[config.mk]
export PLATFORM = sky130hd
export DESIGN_NAME = ex_muldiv
export DESIGN_NICKNAME = d
export VERILOG_FILES = /design/src/rtl/ex_muldiv.sv
export SDC_FILE = /design/constraint.sdc
export NUM_CORES = 1
export LEC_CHECK = 0
export CELL_PAD_IN_SITES_DETAIL_PLACEMENT = 0
export CELL_PAD_IN_SITES_GLOBAL_PLACEMENT = 1
export CORE_ASPECT_RATIO = 1.75
export CORE_UTILIZATION = 30
export DETAILED_ROUTE_END_ITERATION = 8
export PLACE_DENSITY_LB_ADDON = 0.1
export REMOVE_ABC_BUFFERS = 1
export SYNTH_ARGS = -nofsm -noshare
export SYNTH_HDL_FRONTEND = slang
export SYNTH_SLANG_ARGS = --single-unit
[constraint.sdc]
create_clock -name clk -period 9.1 [get_ports clk]
set_clock_uncertainty 0.05 [all_clocks]
set_input_delay 1.82 -clock clk [delete_from_list [all_inputs] [get_ports clk]]
set_output_delay 1.82 -clock clk [all_outputs]
set_load 0.03 [all_outputs]
[src/rtl/ex_muldiv.sv]
// ex_muldiv: iterative multiply/divide unit owning HI/LO. The optional flush input is enabled by defining MULDIV_FLUSH_EN.
module ex_muldiv #(
    parameter int WIDTH = 32,
    parameter int CNT_W = 6
) (
    input  logic             clk,
    input  logic             rst_n,
    input  logic             start,
    input  logic [1:0]       op,
    input  logic [WIDTH-1:0] srca,
    input  logic [WIDTH-1:0] srcb,
    input  logic             mthi,
    input  logic             mtlo,
`ifdef MULDIV_FLUSH_EN
    input  logic             flush,
`endif
    output logic             busy,
    output logic             done,
    output logic [WIDTH-1:0] hi,
    output logic [WIDTH-1:0] lo
);

    typedef enum logic [1:0] {IDLE, RUN, FIX} state_t;

    state_t               state_q, state_d;
    logic [CNT_W-1:0]     cnt_q, cnt_d;
    logic [WIDTH-1:0]     a_q, a_d, b_q, b_d;
    logic [2*WIDTH-1:0]   prod_q, prod_d;
    logic [WIDTH-1:0]     rem_q, rem_d, quo_q, quo_d;
    logic                 div_q, div_d, dz_q, dz_d, qneg_q, qneg_d, rneg_q, rneg_d;
    logic [WIDTH-1:0]     hi_q, hi_d, lo_q, lo_d;
    logic                 done_q, done_d;
    logic                 flush_w;

`ifdef MULDIV_FLUSH_EN
    assign flush_w = flush;
`else
    assign flush_w = 1'b0;
`endif

    // Operand magnitudes: op[0]=0 selects the signed variants.
    logic             sign_a, sign_b;
    logic [WIDTH-1:0] abs_a, abs_b;
    assign sign_a = ~op[0] & srca[WIDTH-1];
    assign sign_b = ~op[0] & srcb[WIDTH-1];
    assign abs_a  = sign_a ? -srca : srca;
    assign abs_b  = sign_b ? -srcb : srcb;

    // One shift-add step: product upper half accumulates, multiplier drains from the low end.
    logic [WIDTH:0] msum;
    assign msum = {1'b0, prod_q[2*WIDTH-1:WIDTH]} + {1'b0, (prod_q[0] ? a_q : {WIDTH{1'b0}})};

    // One restoring step: a set top bit of the difference means the trial subtraction underflowed.
    logic [WIDTH:0] dshift, ddiff;
    assign dshift = {rem_q, quo_q[WIDTH-1]};
    assign ddiff  = dshift - {1'b0, b_q};

    // Sign-corrected results; divide-by-zero forces an all-ones quotient.
    logic [2*WIDTH-1:0] prod_fix;
    logic [WIDTH-1:0]   quo_fix, rem_fix;
    assign prod_fix = qneg_q ? -prod_q : prod_q;
    assign quo_fix  = dz_q ? {WIDTH{1'b1}} : (qneg_q ? -quo_q : quo_q);
    assign rem_fix  = rneg_q ? -rem_q : rem_q;

    // State and datapath registers.
    always_ff @(posedge clk or negedge rst_n) begin
        if (!rst_n) begin
            state_q <= IDLE;
            cnt_q   <= '0;
            a_q     <= '0;
            b_q     <= '0;
            prod_q  <= '0;
            rem_q   <= '0;
            quo_q   <= '0;
            div_q   <= 1'b0;
            dz_q    <= 1'b0;
            qneg_q  <= 1'b0;
            rneg_q  <= 1'b0;
            hi_q    <= '0;
            lo_q    <= '0;
            done_q  <= 1'b0;
        end else begin
            state_q <= state_d;
            cnt_q   <= cnt_d;
            a_q     <= a_d;
            b_q     <= b_d;
            prod_q  <= prod_d;
            rem_q   <= rem_d;
            quo_q   <= quo_d;
            div_q   <= div_d;
            dz_q    <= dz_d;
            qneg_q  <= qneg_d;
            rneg_q  <= rneg_d;
            hi_q    <= hi_d;
            lo_q    <= lo_d;
            done_q  <= done_d;
        end
    end

    // Next-state: WIDTH iterations in RUN, one writeback cycle in FIX; flush aborts either.
    always_comb begin
        state_d = state_q;
        case (state_q)
            IDLE:    state_d = start ? RUN : IDLE;
            RUN:     state_d = flush_w ? IDLE : (cnt_q == CNT_W'(WIDTH - 1) ? FIX : RUN);
            default: state_d = IDLE;
        endcase
    end

    // Datapath: latch on start, iterate in RUN, write HI/LO in FIX, service moves only in idle.
    always_comb begin
        cnt_d  = cnt_q;
        a_d    = a_q;
        b_d    = b_q;
        prod_d = prod_q;
        rem_d  = rem_q;
        quo_d  = quo_q;
        div_d  = div_q;
        dz_d   = dz_q;
        qneg_d = qneg_q;
        rneg_d = rneg_q;
        hi_d   = hi_q;
        lo_d   = lo_q;
        done_d = 1'b0;
        if (state_q == IDLE && start) begin
            cnt_d  = '0;
            a_d    = abs_a;
            b_d    = abs_b;
            prod_d = {{WIDTH{1'b0}}, abs_b};
            rem_d  = '0;
            quo_d  = abs_a;
            div_d  = op[1];
            dz_d   = (srcb == '0);
            qneg_d = sign_a ^ sign_b;
            rneg_d = sign_a;
        end else if (state_q == IDLE) begin
            if (mthi) hi_d = srca;
            if (mtlo) lo_d = srca;
        end else if (state_q == RUN) begin
            cnt_d  = cnt_q + 1'b1;
            prod_d = {msum, prod_q[WIDTH-1:1]};
            rem_d  = ddiff[WIDTH] ? dshift[WIDTH-1:0] : ddiff[WIDTH-1:0];
            quo_d  = {quo_q[WIDTH-2:0], ~ddiff[WIDTH]};
        end else if (state_q == FIX && !flush_w) begin
            hi_d   = div_q ? rem_fix : prod_fix[2*WIDTH-1:WIDTH];
            lo_d   = div_q ? quo_fix : prod_fix[WIDTH-1:0];
            done_d = 1'b1;
        end
    end

    // Outputs.
    always_comb begin
        busy = (state_q != IDLE);
        done = done_q;
        hi   = hi_q;
        lo   = lo_q;
    end

endmodule

==> After elaboration in Yosys (flattened, before gate mapping) <==
Index checks and enable logic that the tools add are counted.
{ "classes": {"n_addsub": 8, "eq_ne": 7, "mux": 37, "n_bitwise": 6, "n_reduce_logical": 9} }
{ "ops": {"columns": ["op", "count"], "rows": [
  ["two-way mux 32 bit", 23],
  ["two-way mux 64 bit", 4],
  ["negator 32 bit", 4],
  ["negator 64 bit", 1],
  ["adder 32 x 32 -> 33 bit", 1],
  ["subtractor 33 x 32 -> 33 bit", 1],
  ["logical NOT 32 bit", 1],
  ["two-way mux 6 bit", 3],
  ["AND reduction 4 bit", 2],
  ["adder 6 x 1 -> 6 bit (second input constant)", 1],
  ["== test 6 x 5 -> 1 bit (second input constant)", 1],
  ["!= test 2 bit (second input constant)", 3],
  ["nonzero test 2 bit", 3],
  ["two-way mux 1 bit", 5],
  ["one-hot mux 2 bit (2 select lines)", 1],
  ["inverter 1 bit", 3],
  ["AND 1 bit", 2],
  ["== test 2 x 1 -> 1 bit (second input constant)", 1],
  ["== test 2 bit (second input constant)", 1],
  ["logical NOT 2 bit", 1],
  ["two-way mux 2 bit", 1],
  ["!= test 2 x 1 -> 1 bit (second input constant)", 1],
  ["AND reduction 2 bit", 1],
  ["logical AND 1 bit", 1],
  ["XOR 1 bit", 1]
]} }
{ "totals": {"register_bits": 269, "in_bits": 71, "out_inout_bits": 66, "elab_cells": 81} }

==> Logic depth before layout (Yosys ltp) <==
Gate-level depths: netlist of run 1.
{ "depth": {"ltp_word": 7, "mapped_depth": 12, "ltp_nobuf": 12} }

==> Worst setup path after synthesis of run 1 <==
No wires, ideal clock.
{ "synth_path": {"path_kind": "input to register", "startpoint": "input port srcb[5]", "endpoint": "register b_q[27]", "setup_ns": 0.137, "arrival_time_ns": 3.792, "required_ns": 8.913, "setup_slack_ns": 5.121, "cell_stages": 8, "path_buffers": 0, "cell_sequence": "or4_1 nor4_1 nor3b_2 and3_1 nor3b_2 a21oi_1 xnor2_1 a21oi_1"} }
{ "synth_between": {"elab_chain_cells": 2} }
{ "synth_rtl": {"columns": ["item", "line", "source"], "rows": [
  ["start, declared", "11", "input logic [WIDTH-1:0] srcb,"],
  ["negator 32 bit", "47", "assign abs_b = sign_b ? -srcb : srcb;"],
  ["two-way mux 32 bit", "47", null],
  ["end signal, assigned", "71", "b_q <= '0;"],
  ["end signal, assigned", "86", "b_q <= b_d;"],
  ["end, declared", "27", "logic [WIDTH-1:0] a_q, a_d, b_q, b_d;"]
]} }
Every way passes these cells.
A chain may end at the register's enable or synchronous reset.

==> Worst setup path in the final report of run 1 <==
{ "layout_path": {"startpoint": "register state_q[1]", "endpoint": "output port busy"} }
{ "layout_between": {"elab_chain_cells": 1} }
{ "layout_rtl": {"columns": ["item", "line", "source"], "rows": [
  ["start, declared", "25", "state_t state_q, state_d;"],
  ["start signal, assigned", "83", "state_q <= state_d;"],
  ["nonzero test 2 bit", "153", "busy = (state_q != IDLE);"],
  ["end, declared", "17", "output logic busy,"]
]} }
Every way passes these cells.

==> results.md, run 1 <==
* Total CTS buffers at 34
* Slew HR at 32.13%
* IO Count at 137
* Postcts setup bufs at 0
* Final period utilization at 56.21%
* Yosys reg bits at approximately 270
* Hold depth at 2
* CP arrival at 3.25 ns
* Hold Buf Count CTS at 0
* Outcome: finished clean
* Antenna violations before repair at 0
* Design Power at 9.224 mW
* Asr flop ratio synth at between 90% and 100%
* Number of port buffers at 136
* P&R area growth vs syn at 17.25%
* Maximum VDD drop at approximately 110 uV
* Sequential element share of the synthesized area at 34.37%
* Setup crit start kind: flip-flop
* Max-cap violations at 0
* DRT antenna net count at 0
* Pwr per Cell Area at 401.6 nW/um^2
* Vias per cell at ~5.6
* TNS Setup at 0 ns
* Slew Limit Fails at 0
* RSZ-0062 raised after global routing: no
* Die ar. at about 66000 um^2
* CP cell instances: buf_4 > nor2_4 > buf_4 > inv_1 > clkdlybuf4s50_1
* Setup violation total in the final timing report at 0
* Synthesized area per cell at 8.083 um^2
* Post-Place Cells at 3257
* Area share of the largest cell type after synthesis at 34.37%
* CP bufs+invs at 4
* Reg2reg path depth at 8
* Fill cells at 6744
* Final Net Count at 2624
* HPWL after DPL at 60300 um
* Area post-placement at 21750 um^2
* CP max stage cell: clkdlybuf4s50_1
* 1st-iter DRT viols at approximately 1100
* Cells after synthesis at 2423
* Layout cell share with drive strength beyond 1 at 5.465%
* Chip Height at between 300 and 400 um
* Pin count of the biggest net entering global routing at 125
* Critical path endpoint category: output port
* Ys flop type: dfrtp_1
* Finished Cell Area at approximately 23000 um^2
* DRC errors left at 0
* Core area at around 64000 um^2
* Fmax at 195.5 MHz
* Post-synthesis adder-cell area fraction at 4.676%
* Crit-path most repeated cell: buf_4
* Mux contribution to synthesized area at less than 1%
* Data required time of the worst path at 7.23 ns
* Simple-Gate Fraction of Synth Area at 20.97%
* Row count at 123
* Via Count at 18700
* Most frequent cells in the layout: 317 x nand2_1, 267 x dfrtp_1, 252 x a21oi_1, 169 x nor2_1, 156 x o21ai_0
* H-tree depth at 2
* Longest Clk Path Bufs at 3
* Worst-path clk slew at 0.06 ns
* Sink Count at 269
* Synth Area in Compound Gates at 25.22%
* Area leader, netlist: dfrtp_1
* Root Buffer: clkbuf_16
* Pre-antenna DRT Iters at 7
* Final Hold Viols at 0
* Ys Warns at 0
* XOR/XNOR Fraction of Synth Area at under 10%
* Synth cell types at 82
* Total gr overflow at 0
* Drt wl/cell at 24.06 um
* Synth area leaders: dfrtp_1 34%, a21oi_1 6.4%, nand2_1 6.1%
* Post-synth EDFFs at 0
* Main combinational cell family by area after synthesis: compound AO/OA/AOI/OAI gates
* Setup WS pre-CTS at 3.658 ns
* Path type of the worst min-delay path: flip-flop to flip-flop
* Detailed Route WL at between 70000 and 80000 um
* Starting Density at 30.37%
* Resized cells post-CTS at 0
* Most common cell after layout, fill and taps aside: nand2_1
* Vias in the first global route at 18910
* CTS tree: yes
* Crit-path max FO at 63
* Clock Latency Late Sink at 0.54 ns
* Min cycle time layout at 5.115 ns
* GRT Overall Usage at approximately 24%
* Global-route wire length before repair at 120600 um
* Critical Path Max Stage Delay at 0.76 ns
* Setup CP Type: flip-flop to output port
* Crit path max-delay family: buffers and inverters
* LEAKAGE at 9.398 nW
* Worst Tran Pin Value at 1.018 ns
* Critical path depth in cells at 5
* Die Wd at 195.2 um
* Setup ws final at between 3 and 4 ns
* Final non-filler cell total at approximately 3300
* Mapped Area at 19590 um^2
* Placer Congestion at between 0.8 and 0.9
* Diodes inserted at 0
per-layer routing:
metal | GRT usage [%] | vias up | wire [um]
li1 | - | 8883 | -
met1 | 27.71 | 9290 | 32140
met2 | 45.54 | 417 | 42830
met3 | 1.942 | 114 | 2137
met4 | 8.858 | 0 | 2751
met5 | 0 | - | 0
area by class of cell:
cell class	count	area [um^2]	area share, %
Tap cell	812	1016	4.424
Clock inverter	14	180.2	0.7845
Clock buffer	48	1037	4.516
Multi-Input combinational cell	1919	12020	52.33
Inverter	82	307.8	1.340
Timing Repair Buffer	175	1672	7.279
Sequential cell	269	6734	29.32
logic make-up (layout without fill, tap and decap cells):
kind of cell,Yosys count,in the layout
adder cells (fa/ha/maj),72,72
XOR/XNOR,220,220
multiplexers,8,8
AO/OA/AOI/OAI,770,770
AND/OR/NAND/NOR,849,849
flip-flops,269,269
buffers and inverters,235,319
flip-flops by register name, indices dropped and copies added (netlist names):
| name | count |
|---|---|
| done | 1 |
| rneg_q | 1 |
| cnt_q | 6 |
| a_q | 32 |
| quo_q | 32 |
| state_q | 2 |
| qneg_q | 1 |
| prod_q | 64 |
| hi | 32 |
| lo | 32 |
| div_q | 1 |
| rem_q | 32 |
| b_q | 32 |
| dz_q | 1 |
stage by stage:
stage | util [%] | hold slack, ns
after floorplan | - | 0.3885
after CTS | 35.62 | 0.4307
after global placement | 33.73 | 0.4068
after detailed placement | 33.73 | 0.4174
after global routing | 35.62 | 0.4495
final | 35.62 | 0.4287
Yosys cell counts, drive strengths merged, types with 41 or more instances:
master    n
nor2    174
dfrtp   269
nor3     43
and3     63
o31ai    41
nand3    60
xnor2   121
o21ai   165
a21oi   252
clkbuf  142
xor2     99
o211ai   53
ha       70
nand2   318
inv      81
power breakdown:
group / leakage [nW] / internal, mW / switching, mW
Sequential: 3.16 / 1.75 / 0.793
Combinational: 5.64 / 2.13 / 3.05
Clock: 0.603 / 0.911 / 0.587
worst reg2reg max path, delay by kind of cell (launching register included):
family | cells | cell delay [ns]
buf+inv | 4 | 2.17
simple gates | 3 | 1.16
flops | 1 | 0.37
compound gates | 1 | 0.23
worst paths after layout:
| check | from | to | slack [ns] |
|---|---|---|---|
| max in group asynchronous | rst_n | qneg_q | 6.37 |
| hold / removal | lo[8] | lo[8] | 0.43 |
| min in group asynchronous | rst_n | prod_q[2] | 1.26 |
| hold reg to reg | lo[8] | lo[8] | 0.43 |
| setup reg to reg | state_q[1] | prod_q[31] | 5.00 |
| setup / recovery | state_q[1] | busy | 3.98 |
Power figures use the tool's default switching activity.
==> run 2: changes to the inputs <==
Clock period 9.1 ns to 4.5 ns, I/O delays scaled along.
==> results.md, run 2 (synthesis gave the netlist of run 1 again) <==
* Outcome: finished clean (unchanged)
* CTS tree: yes (unchanged)
* Setup violation total in the final timing report at 0 (unchanged)
* Via Count at 18720 (was 18700)
* CP cell instances: inv_1 > ha_1 > fa_1 > nor2b_1 > o31ai_1 > a21o_1 > o31ai_1 > buf_4 > o211a_1 > nor3_1 > buf_4 > buf_4 > nor3_1 > o31ai_1 (was buf_4 > nor2_4 > buf_4 > inv_1 > clkdlybuf4s50_1)
* DRC errors left at 0 (unchanged)
* Final period utilization at between 80 and 90%
* DRT antenna net count at 0 (unchanged)
* Most frequent cells in the layout: 317 x nand2_1, 267 x dfrtp_1, 252 x a21oi_1, 168 x nor2_1, 156 x o21ai_0 (was 317 x nand2_1, 267 x dfrtp_1, 252 x a21oi_1, 169 x nor2_1, 156 x o21ai_0)
* Fmax at ~260 MHz
* Final Net Count at 2640 (was 2624)
* Layout cell share with drive strength beyond 1 at 6.067% (was 5.465%)
* Pwr per Cell Area at 801.3 nW/um^2 (was 401.6 nW/um^2)
* Placer Congestion at 0.8556 (was 0.8789)
* Min cycle time layout at 3.855 ns
* Most common cell after layout, fill and taps aside: nand2_1 (unchanged)
* Max reg flops at 64 (unchanged)
* Starting Density at 30.37% (unchanged)
* Setup CP Type: flip-flop to flip-flop (was flip-flop to output port)
* Sink Count at 269 (unchanged)
* Path type of the worst min-delay path: input port to async pin (was flip-flop to flip-flop)
* Data required time of the worst path at 4.95 ns (was 7.23 ns)
* Resized cells post-CTS at 0 (unchanged)
* Setup crit start kind: flip-flop (unchanged)
* Final Hold Viols at 0 (unchanged)
* Die Wd at 195.2 um (unchanged)
* Pre-antenna DRT Iters at 5 (was 7)
* Root Buffer: clkbuf_16 (unchanged)
* Critical Path Start: quo_q[31] (was state_q[1])
* RSZ-0062 raised after global routing: no (unchanged)
* Worst-path clk slew at 0.06 ns (about the same)
* Number of port buffers at 136 (unchanged)
* Antenna violations before repair at 0 (unchanged)
* Worst Tran Pin Value at 1.095 ns (was 1.018 ns)
* Row count at 123 (unchanged)
* Crit-path max FO at 5 (was 63)
* R2R Path Start: quo_q[31] (was state_q[1])
* H-tree depth at 1 (was 2)
* CP arrival at 4.30 ns (was 3.25 ns)
* Critical path endpoint category: flip-flop (was output port)
* Drt wl/cell at 24.52 um (was 24.06 um)
* Total CTS buffers at 31 (was 34)
* Largest Register: prod_q (unchanged)
* Design Power at 18.43 mW (was 9.224 mW)
* P&R area growth vs syn at 17.45% (was 17.25%)
* 1st-iter DRT viols at 1162 (was 1104)
* Core area at 64480 um^2 (unchanged)
* Vias per cell at 5.615 (was 5.635)
* LEAKAGE at 9.433 nW (was 9.398 nW)
* Longest Clk Path Bufs at 3 (unchanged)
* Pin count of the biggest net entering global routing at 156 (was 125)
* Area post-placement at 21960 um^2 (was 21750 um^2)
* Die ar. at 66350 um^2 (unchanged)
* HPWL after DPL at 60840 um (was 60300 um)
* Diodes inserted at 0 (unchanged)
* Max-cap violations at 0 (unchanged)
* Slew Limit Fails at 0 (unchanged)
* Detailed Route WL at 81760 um (was 79870 um)
* GRT Overall Usage at 24.54% (was 24.02%)
* Slew HR at 27.03% (was 32.13%)
* Critical Path Max Stage Delay at 0.58 ns (was 0.76 ns)
* Vias in the first global route at 19200 (was 18910)
* Chip Height at 340.0 um (unchanged)
* Hold Buf Count CTS at 0 (unchanged)
* CP max stage cell: nor3_1 (was clkdlybuf4s50_1)
* Finished Cell Area at 23000 um^2 (was 22970 um^2)
* Total gr overflow at 0 (unchanged)
* IO Count at 137 (unchanged)
* Maximum VDD drop at 289.0 uV (was 108.2 uV)
* Clock Latency Late Sink at 0.62 ns (was 0.54 ns)
* Postcts setup bufs at 0 (unchanged)
* Global-route wire length before repair at 123600 um (was 120600 um)
## run 2: cell type report
type                            instances  area, um^2
Clock inverter                         16       161.4
Timing Repair Buffer                  194        1877
Sequential cell                       269        6734
Inverter                               82       307.8
Multi-Input combinational cell       1919       12020
Tap cell                              812        1016
Fill cell                            6750       41480
Clock buffer                           42       887.1
## run 2: metrics by stage
step / instances / setup WS (ns) / utilization [%] / setup TNS (ns) / hold slack [ns]
3_5_place_dp: 3276 / 0.4097 / 34.05 / 0 / 0.4158
6_report: 3334 / 0.6447 / 35.68 / 0 / 0.3154
2_1_floorplan: 2270 / -7.985 / - / -945.97 / 0.3885
5_1_grt: 3334 / 0.3930 / 35.68 / 0 / 0.3725
3_3_place_gp: 3276 / 0.4599 / 34.05 / 0 / 0.4003
4_1_cts: 3334 / 0.5769 / 35.68 / 0 / 0.3397
## run 2: worst paths after layout
check / to / slack [ns] / cells after the start
setup / recovery: rem_q[24] / 0.64 / 14
hold / removal: b_q[3] / 0.32 / 1
setup reg to reg: rem_q[24] / 0.64 / 14
hold reg to reg: cnt_q[5] / 0.42 / 1
max in group asynchronous: quo_q[31] / 3.08 / 2
min in group clk: cnt_q[5] / 0.42 / 1
## run 2: worst max-delay path: cells and delay by family, from the launching register on
family / cells / cell delay, ns
AO/OA/AOI/OAI: 5 / 1.29
flip-flops: 1 / 0.39
AND/OR/NAND/NOR: 3 / 0.71
buffers and inverters: 4 / 0.86
adder cells (fa/ha/maj): 2 / 0.43
## run 2: layer usage
layer / global-route usage, % / up-vias / wire, um
li1: - / 8912 / -
met1: 28.03 / 9230 / 32290
met2: 46.21 / 441 / 43470
met3: 1.675 / 139 / 2347
met4: 10.99 / 0 / 3651
met5: 0 / - / 0
## run 2: report_power, final
group | switching, mW | total, mW | internal (mW)
sequential | 1.61 | 5.16 | 3.54
clock | 1.16 | 2.71 | 1.55
combinational | 6.22 | 10.6 | 4.35
total | 8.99 | 18.4 | 9.44
